`src/rtl/async_fifo_wr_ctrl_if.sv`:
```
// Handshake and status bundle between an upstream word source, the async FIFO
// write port and the write-side controller.
interface async_fifo_wr_ctrl_if #(
    parameter int FIFO_WIDTH = 4
);
    logic                  s_valid;
    logic [FIFO_WIDTH-1:0] s_data;
    logic                  s_last;
    logic                  s_ready;
    logic                  fifo_full;
    logic                  fifo_overflow;
    logic                  wr_en;
    logic [FIFO_WIDTH-1:0] wr_data;
    logic                  err_clr;
    logic [15:0]           pkt_count;
    logic                  in_pkt;
    logic                  err;
    logic                  stall_timeout;

    // Controller side
    modport slave (
        input  s_valid, s_data, s_last, fifo_full, fifo_overflow, err_clr,
        output s_ready, wr_en, wr_data, pkt_count, in_pkt, err, stall_timeout
    );

    // Upstream / FIFO / supervisor side
    modport master (
        output s_valid, s_data, s_last, fifo_full, fifo_overflow, err_clr,
        input  s_ready, wr_en, wr_data, pkt_count, in_pkt, err, stall_timeout
    );
endinterface

```
`src/rtl/async_fifo_wr_ctrl.sv`:
```
// Write-side controller for an async FIFO: 2-entry skid buffer, packet FSM and error handling.
// Optional stall timeout is compiled in only when ASYNC_FIFO_WR_CTRL_TIMEOUT_EN is defined.
module async_fifo_wr_ctrl #(
    parameter int FIFO_WIDTH  = 4,
    parameter int TIMEOUT_CYC = 255
) (
    input  logic               clk_wr,
    input  logic               rst_n,
    async_fifo_wr_ctrl_if.slave bus
);

    typedef enum logic [1:0] {
        IDLE = 2'd0,
        PKT  = 2'd1,
        ERR  = 2'd2
    } state_t;

    localparam logic [7:0] TO_LAST = 8'(TIMEOUT_CYC - 1);

    state_t                state, state_nxt;
    logic [1:0]            cnt, cnt_nxt, wr_idx;
    logic [FIFO_WIDTH-1:0] data0, data1, data0_nxt, data1_nxt;
    logic                  last0, last1, last0_nxt, last1_nxt;
    logic [15:0]           pkt_cnt;
    logic                  s_ready_int, wr_en_int;
    logic                  push, pop, flush, timeout_hit;

    // Ready depends only on registered state so upstream sees no combinational loop
    assign s_ready_int = (cnt != 2'd2) && (state != ERR);
    assign wr_en_int   = (cnt != 2'd0) && !bus.fifo_full && (state != ERR);
    assign push        = bus.s_valid && s_ready_int;
    assign pop         = wr_en_int;
    assign flush       = (state_nxt == ERR);

    assign bus.s_ready   = s_ready_int;
    assign bus.wr_en     = wr_en_int;
    assign bus.wr_data   = data0;
    assign bus.pkt_count = pkt_cnt;
    assign bus.in_pkt    = (state == PKT);
    assign bus.err       = (state == ERR);

    always_comb begin
        state_nxt = state;
        case (state)
            IDLE:    if (push && !bus.s_last) state_nxt = PKT;
            PKT:     if (push && bus.s_last)  state_nxt = IDLE;
            ERR:     if (bus.err_clr)         state_nxt = IDLE;
            default: state_nxt = IDLE;
        endcase
        if (bus.fifo_overflow || timeout_hit) begin
            state_nxt = ERR;
        end
    end

    // Entry 0 is always the head; a push lands just behind whatever survives the pop
    always_comb begin
        data0_nxt = data0;
        data1_nxt = data1;
        last0_nxt = last0;
        last1_nxt = last1;
        wr_idx    = cnt - {1'b0, pop};
        if (pop) begin
            data0_nxt = data1;
            last0_nxt = last1;
        end
        if (push) begin
            if (wr_idx == 2'd0) begin
                data0_nxt = bus.s_data;
                last0_nxt = bus.s_last;
            end else begin
                data1_nxt = bus.s_data;
                last1_nxt = bus.s_last;
            end
        end
        cnt_nxt = cnt + {1'b0, push} - {1'b0, pop};
        if (flush) begin
            cnt_nxt = 2'd0;
        end
    end

    always_ff @(posedge clk_wr or negedge rst_n) begin
        if (!rst_n) begin
            state   <= IDLE;
            cnt     <= 2'd0;
            data0   <= '0;
            data1   <= '0;
            last0   <= 1'b0;
            last1   <= 1'b0;
            pkt_cnt <= 16'd0;
        end else begin
            state <= state_nxt;
            cnt   <= cnt_nxt;
            data0 <= data0_nxt;
            data1 <= data1_nxt;
            last0 <= last0_nxt;
            last1 <= last1_nxt;
            if (pop && last0) begin
                pkt_cnt <= pkt_cnt + 16'd1;
            end
        end
    end

`ifdef ASYNC_FIFO_WR_CTRL_TIMEOUT_EN
    logic [7:0] stall_cnt;
    logic       stall_flag;
    logic       stall_cond;

    assign stall_cond        = (cnt != 2'd0) && bus.fifo_full;
    assign timeout_hit       = stall_cond && (stall_cnt == TO_LAST);
    assign bus.stall_timeout = stall_flag;

    // Counts consecutive blocked cycles; any unblocked cycle restarts the count
    always_ff @(posedge clk_wr or negedge rst_n) begin
        if (!rst_n) begin
            stall_cnt  <= 8'd0;
            stall_flag <= 1'b0;
        end else if (bus.err_clr) begin
            stall_cnt  <= 8'd0;
            stall_flag <= 1'b0;
        end else if (timeout_hit) begin
            stall_cnt  <= 8'd0;
            stall_flag <= 1'b1;
        end else if (stall_cond) begin
            stall_cnt  <= stall_cnt + 8'd1;
        end else begin
            stall_cnt  <= 8'd0;
        end
    end
`else
    logic unused_timeout_cfg;

    assign unused_timeout_cfg = ^TO_LAST;
    assign timeout_hit        = 1'b0;
    assign bus.stall_timeout  = 1'b0;
`endif

endmodule

```
`src/flat_wrapper.sv`:
```
// flat-port wrapper written by rule: the top's interface ports become plain ports
module async_fifo_wr_ctrl_flat 
#(
    parameter int FIFO_WIDTH  = 4,
    parameter int TIMEOUT_CYC = 255
)
  (clk_wr, rst_n, bus_s_valid, bus_s_data, bus_s_last, bus_fifo_full, bus_fifo_overflow, bus_err_clr, bus_s_ready, bus_wr_en, bus_wr_data, bus_pkt_count, bus_in_pkt, bus_err, bus_stall_timeout);
  async_fifo_wr_ctrl_if #(.FIFO_WIDTH(FIFO_WIDTH)) bus_i ();
  input  logic clk_wr;
  input  logic rst_n;
  input wire logic [$bits(bus_i.s_valid)-1:0] bus_s_valid;
  input wire logic [$bits(bus_i.s_data)-1:0] bus_s_data;
  input wire logic [$bits(bus_i.s_last)-1:0] bus_s_last;
  input wire logic [$bits(bus_i.fifo_full)-1:0] bus_fifo_full;
  input wire logic [$bits(bus_i.fifo_overflow)-1:0] bus_fifo_overflow;
  input wire logic [$bits(bus_i.err_clr)-1:0] bus_err_clr;
  output wire logic [$bits(bus_i.s_ready)-1:0] bus_s_ready;
  output wire logic [$bits(bus_i.wr_en)-1:0] bus_wr_en;
  output wire logic [$bits(bus_i.wr_data)-1:0] bus_wr_data;
  output wire logic [$bits(bus_i.pkt_count)-1:0] bus_pkt_count;
  output wire logic [$bits(bus_i.in_pkt)-1:0] bus_in_pkt;
  output wire logic [$bits(bus_i.err)-1:0] bus_err;
  output wire logic [$bits(bus_i.stall_timeout)-1:0] bus_stall_timeout;
  assign bus_i.s_valid = bus_s_valid;
  assign bus_i.s_data = bus_s_data;
  assign bus_i.s_last = bus_s_last;
  assign bus_i.fifo_full = bus_fifo_full;
  assign bus_i.fifo_overflow = bus_fifo_overflow;
  assign bus_i.err_clr = bus_err_clr;
  assign bus_s_ready = bus_i.s_ready;
  assign bus_wr_en = bus_i.wr_en;
  assign bus_wr_data = bus_i.wr_data;
  assign bus_pkt_count = bus_i.pkt_count;
  assign bus_in_pkt = bus_i.in_pkt;
  assign bus_err = bus_i.err;
  assign bus_stall_timeout = bus_i.stall_timeout;
  async_fifo_wr_ctrl #(.FIFO_WIDTH(FIFO_WIDTH), .TIMEOUT_CYC(TIMEOUT_CYC)) u_core (.clk_wr(clk_wr), .rst_n(rst_n), .bus(bus_i));
endmodule
```
`config.mk`:
```
export PLATFORM = sky130hd
export DESIGN_NAME = async_fifo_wr_ctrl_flat
export DESIGN_NICKNAME = d
export VERILOG_FILES = /design/src/rtl/async_fifo_wr_ctrl_if.sv /design/src/rtl/async_fifo_wr_ctrl.sv /design/src/flat_wrapper.sv
export SDC_FILE = /design/constraint.sdc
export NUM_CORES = 1
export LEC_CHECK = 0
export CAP_MARGIN = 20
export CORE_ASPECT_RATIO = 1.2
export CORE_MARGIN = 3
export CORE_UTILIZATION = 45
export DETAILED_ROUTE_END_ITERATION = 6
export GPL_TIMING_DRIVEN = 1
export PLACE_DENSITY = 0.79
export SYNTH_ARGS = -nofsm -noshare
export SYNTH_HDL_FRONTEND = slang
export SYNTH_SLANG_ARGS = --single-unit
```
`constraint.sdc`:
```
create_clock -name clk_wr -period 5.5 [get_ports clk_wr]
set_input_delay 0.825 -clock clk_wr [delete_from_list [all_inputs] [get_ports clk_wr]]
set_output_delay 0.825 -clock clk_wr [all_outputs]
set_load 0.02 [all_outputs]
```
## After elaboration in Yosys (flattened, before gate mapping)

Cells that the tools add are included.

- Flip-flop bits (word level): 30
- Input bits: 11
- Output and inout bits: 25

- Add/sub/neg operators: 4
- Equality and inequality tests: 5
- Multiplexer cells: 12
- Bitwise gates (word level): 1
- Reduce and logical (&&, ||, !) cells: 13

Operators with widths:

| operator | number |
|---|---|
| adder 16 x 1 -> 16 bit, second input constant | 1 |
| 2-to-1 mux 4 bit | 3 |
| 2-to-1 mux 2 bit | 5 |
| logical AND 1 bit | 7 |
| one-hot mux 2 bit (3 select lines) | 1 |
| equality test 2 bit, second input constant | 2 |
| logical NOT 2 bit | 2 |
| != test 2 bit, second input constant | 2 |
| subtractor 2 x 1 -> 2 bit | 2 |
| 2-to-1 mux 1 bit | 3 |
| adder 2 x 1 -> 2 bit | 1 |
| equality test 2 x 1 -> 1 bit, second input constant | 1 |
| logical NOT 1 bit | 2 |
| AND reduction 2 bit | 1 |
| nonzero test 2 bit | 1 |
| inverter 1 bit | 1 |

## Depth between registers and ports, before layout

Gate-level depths: netlist of the first run.

- Word-level depth: 9
- Mapped depth: 9

## Worst setup path after synthesis of the first run

No wires, ideal clock.

- Path type: input to register
- From: in bus_fifo_full
- To: reg u_core.data1[0]
- Data arrival time: 2.611 ns
- Required time: 5.375 ns
- Setup slack: 2.764 ns
- Stages on the path: 4
- Buffers on the path: 0
- Cells stage by stage: nor3_2 > ha_1 > a21boi_1 > mux2_2

- Word-level cells in the longest chain between the ends: 7

RTL lines:

| item | RTL line | RTL |
|---|---|---|
| start, declared | flat_wrapper.sv:14 | `input wire logic [$bits(bus_i.fifo_full)-1:0] bus_fifo_full;` |
| logical NOT 1 bit | async_fifo_wr_ctrl.sv:30 | `assign wr_en_int = (cnt != 2'd0) && !bus.fifo_full && (state != ERR);` |
| logical AND 1 bit (2 in a row) | async_fifo_wr_ctrl.sv:30 |  |
| subtractor 2 x 1 -> 2 bit | async_fifo_wr_ctrl.sv:61 | `wr_idx = cnt - {1'b0, pop};` |
| logical NOT 2 bit | async_fifo_wr_ctrl.sv:67 | `if (wr_idx == 2'd0) begin` |
| inverter 1 bit (no source line) | n/a |  |
| AND reduction 2 bit (no source line) | n/a |  |
| end signal, assigned | async_fifo_wr_ctrl.sv:94 | `data1 <= data1_nxt;` |
| end, declared | async_fifo_wr_ctrl.sv:22 | `logic [FIFO_WIDTH-1:0] data0, data1, data0_nxt, data1_nxt;` |

Every way passes these cells.
A chain may end at the register's enable or synchronous reset.

## Worst setup path after layout of the first run

- From: in bus_fifo_full
- To: out bus_wr_en

- Word-level cells in the longest chain between the ends: 3

RTL lines:

| item | RTL line | RTL |
|---|---|---|
| logical NOT 1 bit | async_fifo_wr_ctrl.sv:30 |  |
| logical AND 1 bit (2 in a row) | async_fifo_wr_ctrl.sv:30 |  |
| end, declared | flat_wrapper.sv:18 | `output wire logic [$bits(bus_i.wr_en)-1:0] bus_wr_en;` |

Every way passes these cells.

==> out/results.txt, run 1 <==
The share of the core filled with cells in the final layout came out at 0.644. For the final total negative setup slack, the log shows 0 ps. Hold is met by 488 ps. The number of violations reported at the end of detailed-routing iteration 0 is 29, and the placeable core region is 2920 µm².

Setup violations remaining at the end of the flow were counted as 0. The area share of the largest cell type after synthesis was 0.521. Walking the worst path, the cells encountered are clkdlybuf4s50_1, nor3_2, clkdlybuf4s50_1. The proportion of register bits with asynchronous set or reset after synthesis works out to 1.00. The total overflow left after global routing is 0.

The portion of total power attributed to sequential cells came out at 0.516. The run gives 30 as the number of clock sinks. The buffer and inverter count on the worst path was 2; the row count was 21. The internal portion of the total power is 0.385 mW. The number of antenna violations at the first check in global routing is 0. In the synthesized netlist the dominant register cell turns out to be sky130_fd_sc_hd__dfrtp_1. In this run the remaining antenna-violating nets after routing total 0. For this block, the via count after detailed routing is 1037. The logs give 1960 ps for the worst setup timing slack at the placement stage and 36 for the number of top-level pins. TritonCTS built the clock tree.

Counting flops and latches in the post-synthesis netlist gives 30. The pin count of the biggest net entering global routing is 31, and the die outline height is 68.0 µm. Static timing analysis puts the maximum clock frequency at 0.284 GHz. The power per standard cell area is 292 nW/µm², and the first-pass GRT wire length is 5100 µm.

The total detailed-routing wirelength came out at 2900 µm. The class of the most critical hold timing path was reg -> reg. The tools report the clock root buffer master as sky130_fd_sc_hd__clkbuf_4. Total of hold buffers inserted after clock tree synthesis: 0. The transition time at the pin with the least slew margin came out at 808 ps.

The logic gate share of total power is 0.228. In this run the horizontal extent of the chip is 57.7 µm. Data arrives at the worst endpoint at 2690 ps.

The switching power as a share of total power was 0.298; the synthesized area per cell was 11.5 µm². The maximum buffer depth of the clock tree is 2, and the latest clock arrival within the worst-skew pair is 340 ps. The H-tree generated during clock tree synthesis spans 2 levels. For the relative contribution of the clock network to total power, the log shows 0.256. STA puts the critical path data required time at 4680 ps. The logs give 0 for the number of setup buffers added after CTS and 192 for the number of cells after detailed placement. The maximum ir drop on the vdd rail was 0.207 mV; the number of buffers added on ports was 34. Summed over all nets, the half-perimeter wirelength after detailed placement is 2210 µm. The cell type with the highest aggregate area in the netlist is sky130_fd_sc_hd__dfrtp_1. The worst setup path is captured at an output pin.

After synthesis the cells add up to 1440 µm². For the worst max-slew margin expressed relative to the limit, the log shows 0.458. The run finished with clean final reports. The number of buffers created by CTS was 5; the slack of the critical path was 1980 ps. The count of placed standard cells in the final layout, fillers left out was 200.

Yosys instantiated no cell more often than sky130_fd_sc_hd__dfrtp_1. The Yosys step of the flow raised 0 warnings. Yosys attributes the largest share of cell area to sky130_fd_sc_hd__dfrtp_1 52%, sky130_fd_sc_hd__xnor2_1 6.7%, sky130_fd_sc_hd__mux2_2 4.7%. Fill cells in the final layout number 233. The share of post-route cells with drive strength above 1 came out at 0.145.

The run gives 0 as the hold violation count in the final report. For the number of nets in the finished design, the log shows 180. The run gives 4 as the count of TritonRoute iterations in the first routing pass. The tools report the instance count of the mapped netlist as 125.

The ratio of final minimum period to clock period came out at 0.639. Setup repair after global routing left no endpoint under its margin. The via count of the first global-routing pass came out at 1089. 0 antenna diodes ended up in the layout.

The tool flagged a number of max-cap violations equal to 0. Subtracting the final worst setup slack from the clock period gives 3520 ps. The starting utilization of the core area was 0.494. Once layout is done, the placed cells without fillers occupy 1880 µm².

The number of enable flip-flop cells after synthesis is 0. Number of distinct library cells after synthesis: 31. The global-route usage over all layers is 0.174. The net count after synthesis is 140, and the global placement routability congestion is 0.835.

The longest individual stage delay on the worst path was 740 ps; the net load switching power was 0.164 mW. Summed over all cells, the static leakage comes to 0.804 nW. Clock-pin slew was measured on the worst setup and hold paths at 100 ps. Summing all placed instances gives a cell area of 1810 µm². The kind of cell with the highest combined delay along the critical path is buffers and inverters.

The slowest library cell on the worst path is sky130_fd_sc_hd__clkdlybuf4s50_1. Via density per instance: 5.19. The DRC violation count after routing is 0, and the layout overhead on the synthesized area is 30.2%. In this run the worst path has a maximum fanout of 10. The critical path launch point type is an input pin. The tools report the worst setup skew after layout as 12.7 ps.

By startpoint and endpoint, the worst setup path is classified as in -> out. The total die area came out at 3920 µm². In the final routed layout, each cell accounts on average for 14.5 µm.

After layout, the design draws a total of 0.548 mW. The most numerous cell on the critical path is sky130_fd_sc_hd__clkdlybuf4s50_1. For the sequential fraction of the synthesis area, the log shows 0.521. The number of gates resized after CTS was 0. The run gives 0 as the total count of max-transition violations in the final report. In the synthesized netlist, the cells that appear most often are 30 x sky130_fd_sc_hd__dfrtp_1, 11 x sky130_fd_sc_hd__xnor2_1, 10 x sky130_fd_sc_hd__nor2_1.
worst paths after layout:
| kind | from | to | cells past startpoint | slack (ps) |
|---|---|---|---|---|
| min reg2reg | u_core.bus.pkt_count[15]$_DFFE_PN0P_ | u_core.bus.pkt_count[15]$_DFFE_PN0P_ | 1 | 490 |
| max reg2reg | u_core.state[1]$_DFF_PN0_ | u_core.data1[3]$_DFFE_PN0P_ | 7 | 2940 |
| max | bus_fifo_full | bus_wr_en | 3 | 1980 |
| min in group asynchronous | rst_n | u_core.last1$_DFFE_PN0P_ | 2 | 870 |
| max in group asynchronous | rst_n | u_core.bus.pkt_count[9]$_DFFE_PN0P_ | 2 | 4350 |
| min | u_core.bus.pkt_count[15]$_DFFE_PN0P_ | u_core.bus.pkt_count[15]$_DFFE_PN0P_ | 1 | 490 |
layer usage:
metal  global-route usage  routed length, µm  up-vias
li1                     -                  -      509
met1                0.207               1200      489
met2                0.287               1500       32
met3               0.0642                150        7
met4               0.0696                 46        0
met5                    0                  0        -
flip-flops by register name (all words and copies together) (netlist names):
signal                cells
u_core.bus.pkt_count     16
u_core.data1              4
u_core.last1              1
u_core.bus.wr_data        4
u_core.cnt                2
u_core.state              2
u_core.last0              1
power groups by stage:
stage / logic, mW / clock network (mW) / registers [mW]
2_1_floorplan: 0.0540 / 0 / 0.300
3_3_place_gp: 0.123 / 0 / 0.285
3_5_place_dp: 0.127 / 0 / 0.287
4_1_cts: 0.127 / 0.145 / 0.283
5_1_grt: 0.138 / 0.156 / 0.288
6_report: 0.125 / 0.140 / 0.283
area by class of cell:
type | count | area (µm²) | share of cell area
Sequential cell | 30 | 751 | 0.400
Multi-Input combinational cell | 87 | 647 | 0.345
Clock inverter | 2 | 12.5 | 0.00667
Clock buffer | 6 | 51.3 | 0.0273
Inverter | 6 | 25.0 | 0.0133
Timing Repair Buffer | 35 | 348 | 0.185
Tap cell | 34 | 42.5 | 0.0227
layout by cell type, fill, tap and decap left out, drive strengths merged, types with 4 or more instances in the layout:
| cell type | count |
|---|---|
| a21oi | 6 |
| clkbuf | 6 |
| clkdlybuf4s50 | 34 |
| dfrtp | 30 |
| ha | 4 |
| inv | 6 |
| mux2 | 6 |
| mux2i | 5 |
| nand2 | 6 |
| nand3 | 6 |
| nand4 | 4 |
| nor2 | 11 |
| nor3 | 5 |
| nor4 | 4 |
| xnor2 | 11 |
| xor2 | 7 |
kinds of logic after synthesis:
kind of cell    after synthesis  share of synthesized area
simple gates                 44                      0.183
fa+ha+maj                     4                     0.0347
buf+inv                       8                     0.0304
mux                          11                     0.0816
other cells                   1                    0.00260
xor+xnor                     18                      0.109
compound gates                9                     0.0373
flops                        30                      0.521
(Power assumes the default switching activity.)
==> inputs of run 2 (changes only) <==
==> constraint.sdc (replaced) <==
create_clock -name clk_wr -period 3.5 [get_ports clk_wr]
set_input_delay 0.525 -clock clk_wr [delete_from_list [all_inputs] [get_ports clk_wr]]
set_output_delay 0.525 -clock clk_wr [all_outputs]
set_load 0.02 [all_outputs]
==> out/results.txt, run 2 (synthesis results as in run 1) <==
Critical path depth: 4. The logs give 0.811 nW for the reported leakage power and 17 for the number of violations reported at the end of detailed-routing iteration 0. The tools report the post-cts gate resize count as 0. The share of post-route cells with drive strength above 1 is 0.144. The number of clock sinks was 30; the per-cell routed wire length was 14.3 µm. The number of failing setup endpoints in the final timing report was 0. The pre-antenna-repair detailed-routing pass consisted of 3 iterations. After detailed routing, the number of remaining DRC violations is 0. The tools report the critical path launch point type as an input pin. The tools report the number of antenna violations at the first check in global routing as 0. The horizontal die dimension is 57.7 µm. Via count of the first global-routing pass: 1111. For the worst setup path, the data required time is 2970 ps.

The critical path contains buffers and inverters numbering 3 combined. In this run the power density over the cells is 458 nW/µm². The final route contains 1057 vias. For the total die area, the log shows 3920 µm².

The number of cells traversed by the worst hold path was 1. The class of the most critical hold timing path was reg -> reg. The worst setup skew after layout came out at 10.2 ps.

The run gives 2870 µm as the total detailed-routing wirelength. Among the stages of the critical path, the cell type that occurs most often is sky130_fd_sc_hd__clkdlybuf4s50_1. Walking the worst path, the cells encountered are clkdlybuf4s50_1, nor3_2, buf_4, clkdlybuf4s50_1. The flow ran to the end, and the final reports show no timing, DRC or antenna violations.

The later pin in the worst-skew pair is clocked with a latency of 330 ps. At the worst endpoint, the arrival time is 2220 ps. TritonCTS built the clock tree. Broken down by cell family, the worst path's largest delay share belongs to buffers and inverters. The logs give 0.364 GHz for the maximum achievable frequency and 1820 µm² for the instance area at placement. Measured along the y axis, the die boundary spans 68.0 µm. For the worst max-slew margin expressed relative to the limit, the log shows 0.628. Measured in cells, the most critical reg-to-reg path has a length of 7. On the worst path, the slowest cell contributes a delay of 610 ps. The remaining antenna violation count after routing is 0. The core region is 2920 µm².

VDD sags by at most 0.361 mV. The flip-flop count of the largest register, all copies and words added is 16, and the starting utilization of the core area is 0.494. The logs give 2100 µm for the placed wire-length estimate and 0.835 for the global placement routability congestion. The tools report the global-route usage over all layers as 0.169.

No sink is reached through more buffers than the 2 on the longest clock path. The commonest non-fill, non-tap cell in the layout was sky130_fd_sc_hd__clkdlybuf4s50_1. Of all nets on the critical path, the largest fanout is 6. In the routed layout, each cell is associated on average with a via count of 5.26. The tools report the max capacitance violation total as 0.

The area growth from synthesis to layout is 30.5%. Final total negative setup slack: 0 ps. During I/O placement, the number of pins put on the boundary was 36. The clock transition at the registers of the reported paths is 100 ps.

The start-to-end type of the worst setup path is in -> out. Total count of max-transition violations in the final report: 0. The residual overflow from global routing is 0.

The H-tree generated during clock tree synthesis spans 2 levels. In the layout the commonest cells are 34 x sky130_fd_sc_hd__clkdlybuf4s50_1, 30 x sky130_fd_sc_hd__dfrtp_1, 11 x sky130_fd_sc_hd__xnor2_1. The hold violation count in the final report is 0, and the ratio of final minimum period to clock period is 0.784. The number of buffers added on ports is 34, and the row count is 21. After layout, the minimum clock period comes to 2740 ps.

After clock tree synthesis, the flow added hold-fix buffers numbering 0. At the pin with the least slew margin, the transition time is 552 ps. Pin count of the biggest net entering global routing: 31.

The slowest stage of the critical path belongs to the cell sky130_fd_sc_hd__clkdlybuf4s50_1. After routing the design area is 1880 µm². The type of element capturing the critical path is an output pin.

In this run, CTS created clock tree buffers numbering 5. The run gives 4930 µm as the first-pass GRT wire length. After the last flow step, the layout net total stands at 181.

Number of antenna repair diodes: 0. The clock root buffer master was sky130_fd_sc_hd__clkbuf_4. The tools report the number of setup buffers added after CTS as 0. Setup repair after global routing left no endpoint under its margin.
## run 2: cell count changes in the layout (fill, tap and decap cells not counted)
cell,change
sky130_fd_sc_hd__buf_4,+1
sky130_fd_sc_hd__clkbuf_1,+1
sky130_fd_sc_hd__clkinvlp_4,-1
## run 2: routing by layer
layer,global-route usage,vias up,share of wire
met1,0.189,508,0.41
li1,-,514,-
met5,0,-,0
met4,0.0783,0,0.020
met2,0.294,29,0.52
met3,0.0509,6,0.054
## run 2: worst paths after layout
kind | slack, ps | end | startpoint
worst max register to register | 1240 | u_core.data1[3]$_DFFE_PN0P_ | u_core.state[1]$_DFF_PN0_
min in group asynchronous | 570 | u_core.bus.pkt_count[14]$_DFFE_PN0P_ | rst_n
worst max-delay path | 760 | bus_wr_en | bus_fifo_full
max in group asynchronous | 2640 | u_core.state[0]$_DFF_PN0_ | rst_n
worst min register to register | 480 | u_core.bus.pkt_count[15]$_DFFE_PN0P_ | u_core.bus.pkt_count[15]$_DFFE_PN0P_
worst min-delay path | 480 | u_core.bus.pkt_count[15]$_DFFE_PN0P_ | u_core.bus.pkt_count[15]$_DFFE_PN0P_
## run 2: area by class of cell
cell class                      count  area (µm²)
Fill cell                         229        1040
Sequential cell                    30         751
Multi-Input combinational cell     87         647
Timing Repair Buffer               36         355
Clock buffer                        7        55.1
Tap cell                           34        42.5
Inverter                            6        25.0
Clock inverter                      1        5.00
## run 2: power by group
part / internal (mW) / switching [mW]
registers: 0.404 / 0.0415
logic: 0.106 / 0.0937
clock network: 0.0972 / 0.119
## run 2: worst reg2reg max path, cell delays in order, from the launching register on
cell,delay (ps)
sky130_fd_sc_hd__dfrtp_1,430
sky130_fd_sc_hd__nand2b_4,110
sky130_fd_sc_hd__inv_4,60
sky130_fd_sc_hd__nor3_2,380
sky130_fd_sc_hd__ha_1,240
sky130_fd_sc_hd__xnor2_1,80
sky130_fd_sc_hd__a21boi_1,460
sky130_fd_sc_hd__mux2_2,400
## run 2: per-stage QoR
stage	worst slack [ps]	hold WS (ps)	total power, mW	instances	utilization
2_1_floorplan	1030	229	0.556	125	-
3_3_place_gp	794	456	0.642	193	0.624
3_5_place_dp	781	474	0.651	193	0.624
4_1_cts	761	488	0.876	201	0.645
5_1_grt	691	512	0.915	201	0.645
6_report	756	478	0.861	201	0.645
==> RTL change: new RTL, config.mk and constraints of run 2 <==
`FIFO_WIDTH` is set to 4 in 3 places; all go to 6.
--- a/src/rtl/async_fifo_wr_ctrl_if.sv
+++ b/src/rtl/async_fifo_wr_ctrl_if.sv
@@ -2,5 +2,5 @@
 // write port and the write-side controller.
 interface async_fifo_wr_ctrl_if #(
-    parameter int FIFO_WIDTH = 4
+    parameter int FIFO_WIDTH = 6
 );
     logic                  s_valid;
--- a/src/rtl/async_fifo_wr_ctrl.sv
+++ b/src/rtl/async_fifo_wr_ctrl.sv
@@ -2,5 +2,5 @@
 // Optional stall timeout is compiled in only when ASYNC_FIFO_WR_CTRL_TIMEOUT_EN is defined.
 module async_fifo_wr_ctrl #(
-    parameter int FIFO_WIDTH  = 4,
+    parameter int FIFO_WIDTH  = 6,
     parameter int TIMEOUT_CYC = 255
 ) (
--- a/src/flat_wrapper.sv
+++ b/src/flat_wrapper.sv
@@ -2,5 +2,5 @@
 module async_fifo_wr_ctrl_flat 
 #(
-    parameter int FIFO_WIDTH  = 4,
+    parameter int FIFO_WIDTH  = 6,
     parameter int TIMEOUT_CYC = 255
 )
Interface: changed (resized bus_s_data and bus_wr_data); port bits go from 36 to 40. The function was not compared with the original's and may differ.
==> RTL change against run 2 <==
- register-to-register slack got worse by 0.18 ns
- final cell count rose by 15%
- critical path type unchanged
- worst hold slack barely moved
- highest routed layer unchanged
- synthesized cell count rose by 20%
- sequential cell count rose by 4
- wire length rose by 20%
- largest cell class unchanged
- power rose by 22%
- area after synthesis rose by 12%
- cell area rose by 13%
- setup slack got worse by 0.013 ns
- global-route usage rose by 0.91 points
- combinational power rose by 19%
==> RTL change: results (changes against run 2) <==
DP Area: 2040 µm² (was 1820 µm²)
H-tree levels: 2 (unchanged)
Post-synth top cells: dfrtp_1, nand2_1, nor2_1 (was dfrtp_1, xnor2_1, nor2_1)
WL final: 3.44 mm (was 2.87 mm)
largest net degree at the start of global routing: 35 (was 31)
layout cell share with drive strength beyond 1: 0.139 (was 0.144)
Final #Nets: 210 (was 181)
initial antenna violation count: 0 (unchanged)
CTS root buf: clkbuf_8 (was clkbuf_4)
clock buffer depth: 2 (unchanged)
Synth area leaders: dfrtp_1, mux2_2, xor2_1 (was dfrtp_1, xnor2_1, mux2_2)
vias in the first global route: 1281 (was 1111)
synthesized instance count: 150 (was 125)
worst-skew pair later-pin latency: 0.28 ns (was 0.33 ns)
clock transition at the registers of the reported paths: 0.07 ns (was 0.10 ns)
Worst Path Max Fanout: 11 (was 6)
setup repair bufs after CTS: 0 (unchanged)
first-pass GRT wire length: 5.90 mm (was 4.93 mm)
DR iter-0 viols: 48 (was 17)
status: complete, no violations (unchanged)
vias per cell: 5.38 (was 5.26)
max_slew headroom: 0.657 (was 0.628)
LEAKAGE: 0.972 nW (was 0.811 nW)
n_diodes: 0 (unchanged)
sequential share of the synthesized area: 0.526 (was 0.521)
skew final: 0.00691 ns (was 0.0102 ns)
Distinct cells, synth: 32 (was 31)
Placer Congestion: 0.767 (was 0.835)
WL/cell: 14.9 µm (was 14.3 µm)
Pre-Repair DR Iteration Count: 4 (was 3)
syn_nets: 167 (was 140)
Final ANT Viol Nets: 0 (unchanged)
crit-path max cell delay: 0.63 ns (was 0.61 ns)
Total GRT Usage: 0.178 (was 0.169)
post-detail-place hpwl: 2.56 mm (was 2.10 mm)
Hold WC Path Type: reg2reg (unchanged)
Post-Place Cells: 223 (was 193)
Max VDD drop: 0.326 mV (was 0.361 mV)
YS warnings: 0 (unchanged)
I/O Buffers: 38 (was 34)
RTL change: changes by cell type in the layout (fill, tap and decap cells not counted), moves of 4 or more:
cell | run 2 | this run
clkdlybuf4s50_1 | 34 | 38
clkbuf_8 | 1 | 6
mux2i_1 | 5 | 0
a21oi_1 | 6 | 1
nand2_1 | 6 | 20
clkbuf_4 | 5 | 0
dfrtp_1 | 30 | 34
nor3_1 | 2 | 6
a31oi_1 | 0 | 7
RTL change: area by class of cell:
class	count	area, µm²
clock buffer	7	86.3
clock inverter	1	5.00
fill	291	1270
inverter	9	33.8
multi-input combinational	102	702
sequential	34	851
tap	37	46.3
timing repair buffer	41	403
RTL change: logic make-up (layout without fill, tap and decap cells):
kind of cell,count (synthesis),count (layout),synth area share
buf+inv,14,58,0.0395
flops,34,34,0.526
simple gates,59,59,0.196
xor+xnor,18,18,0.0975
compound gates,12,12,0.0519
fa+ha+maj,4,4,0.0310
mux,8,8,0.0557
other cells,1,1,0.00232
RTL change: metrics by stage:
stage,hold slack [ns],worst slack (ns),utilization
floorplan,0.229,1.15,-
global placement,0.457,0.736,0.599
detailed placement,0.469,0.634,0.599
CTS,0.479,0.745,0.626
global route,0.489,0.606,0.626
finish,0.478,0.743,0.626
RTL change: critical path, delay by kind of cell:
family          cells  cell delay [ns]
simple gates        1             0.26
compound gates      1             0.18
buf+inv             4             1.27
RTL change: report_power, final:
part           internal, mW  leakage, nW  switching, mW
logic                 0.127        0.505          0.111
clock network         0.159       0.0482          0.134
registers             0.469        0.419         0.0538
total                 0.756        0.972          0.299
RTL change: path summary, 6_finish.rpt:
path	startpoint	slack, ns	cells after the start	endpoint
setup / recovery	bus_fifo_full	0.74	6	bus_wr_en
hold / removal	u_core.bus.pkt_count[15]	0.48	1	u_core.bus.pkt_count[15]
setup reg to reg	u_core.cnt[1]	1.06	9	u_core.bus.wr_data[5]
hold reg to reg	u_core.bus.pkt_count[15]	0.48	1	u_core.bus.pkt_count[15]
max in group asynchronous	rst_n	2.53	2	u_core.state[0]
min in group asynchronous	rst_n	0.65	2	u_core.bus.pkt_count[6]
RTL change: routing by layer:
metal	share of wire	GRT usage	vias up
met4	0.0047	0.0530	0
li1	-	-	589
met1	0.41	0.219	597
met3	0.061	0.0414	4
met5	0	0	-
met2	0.52	0.303	52
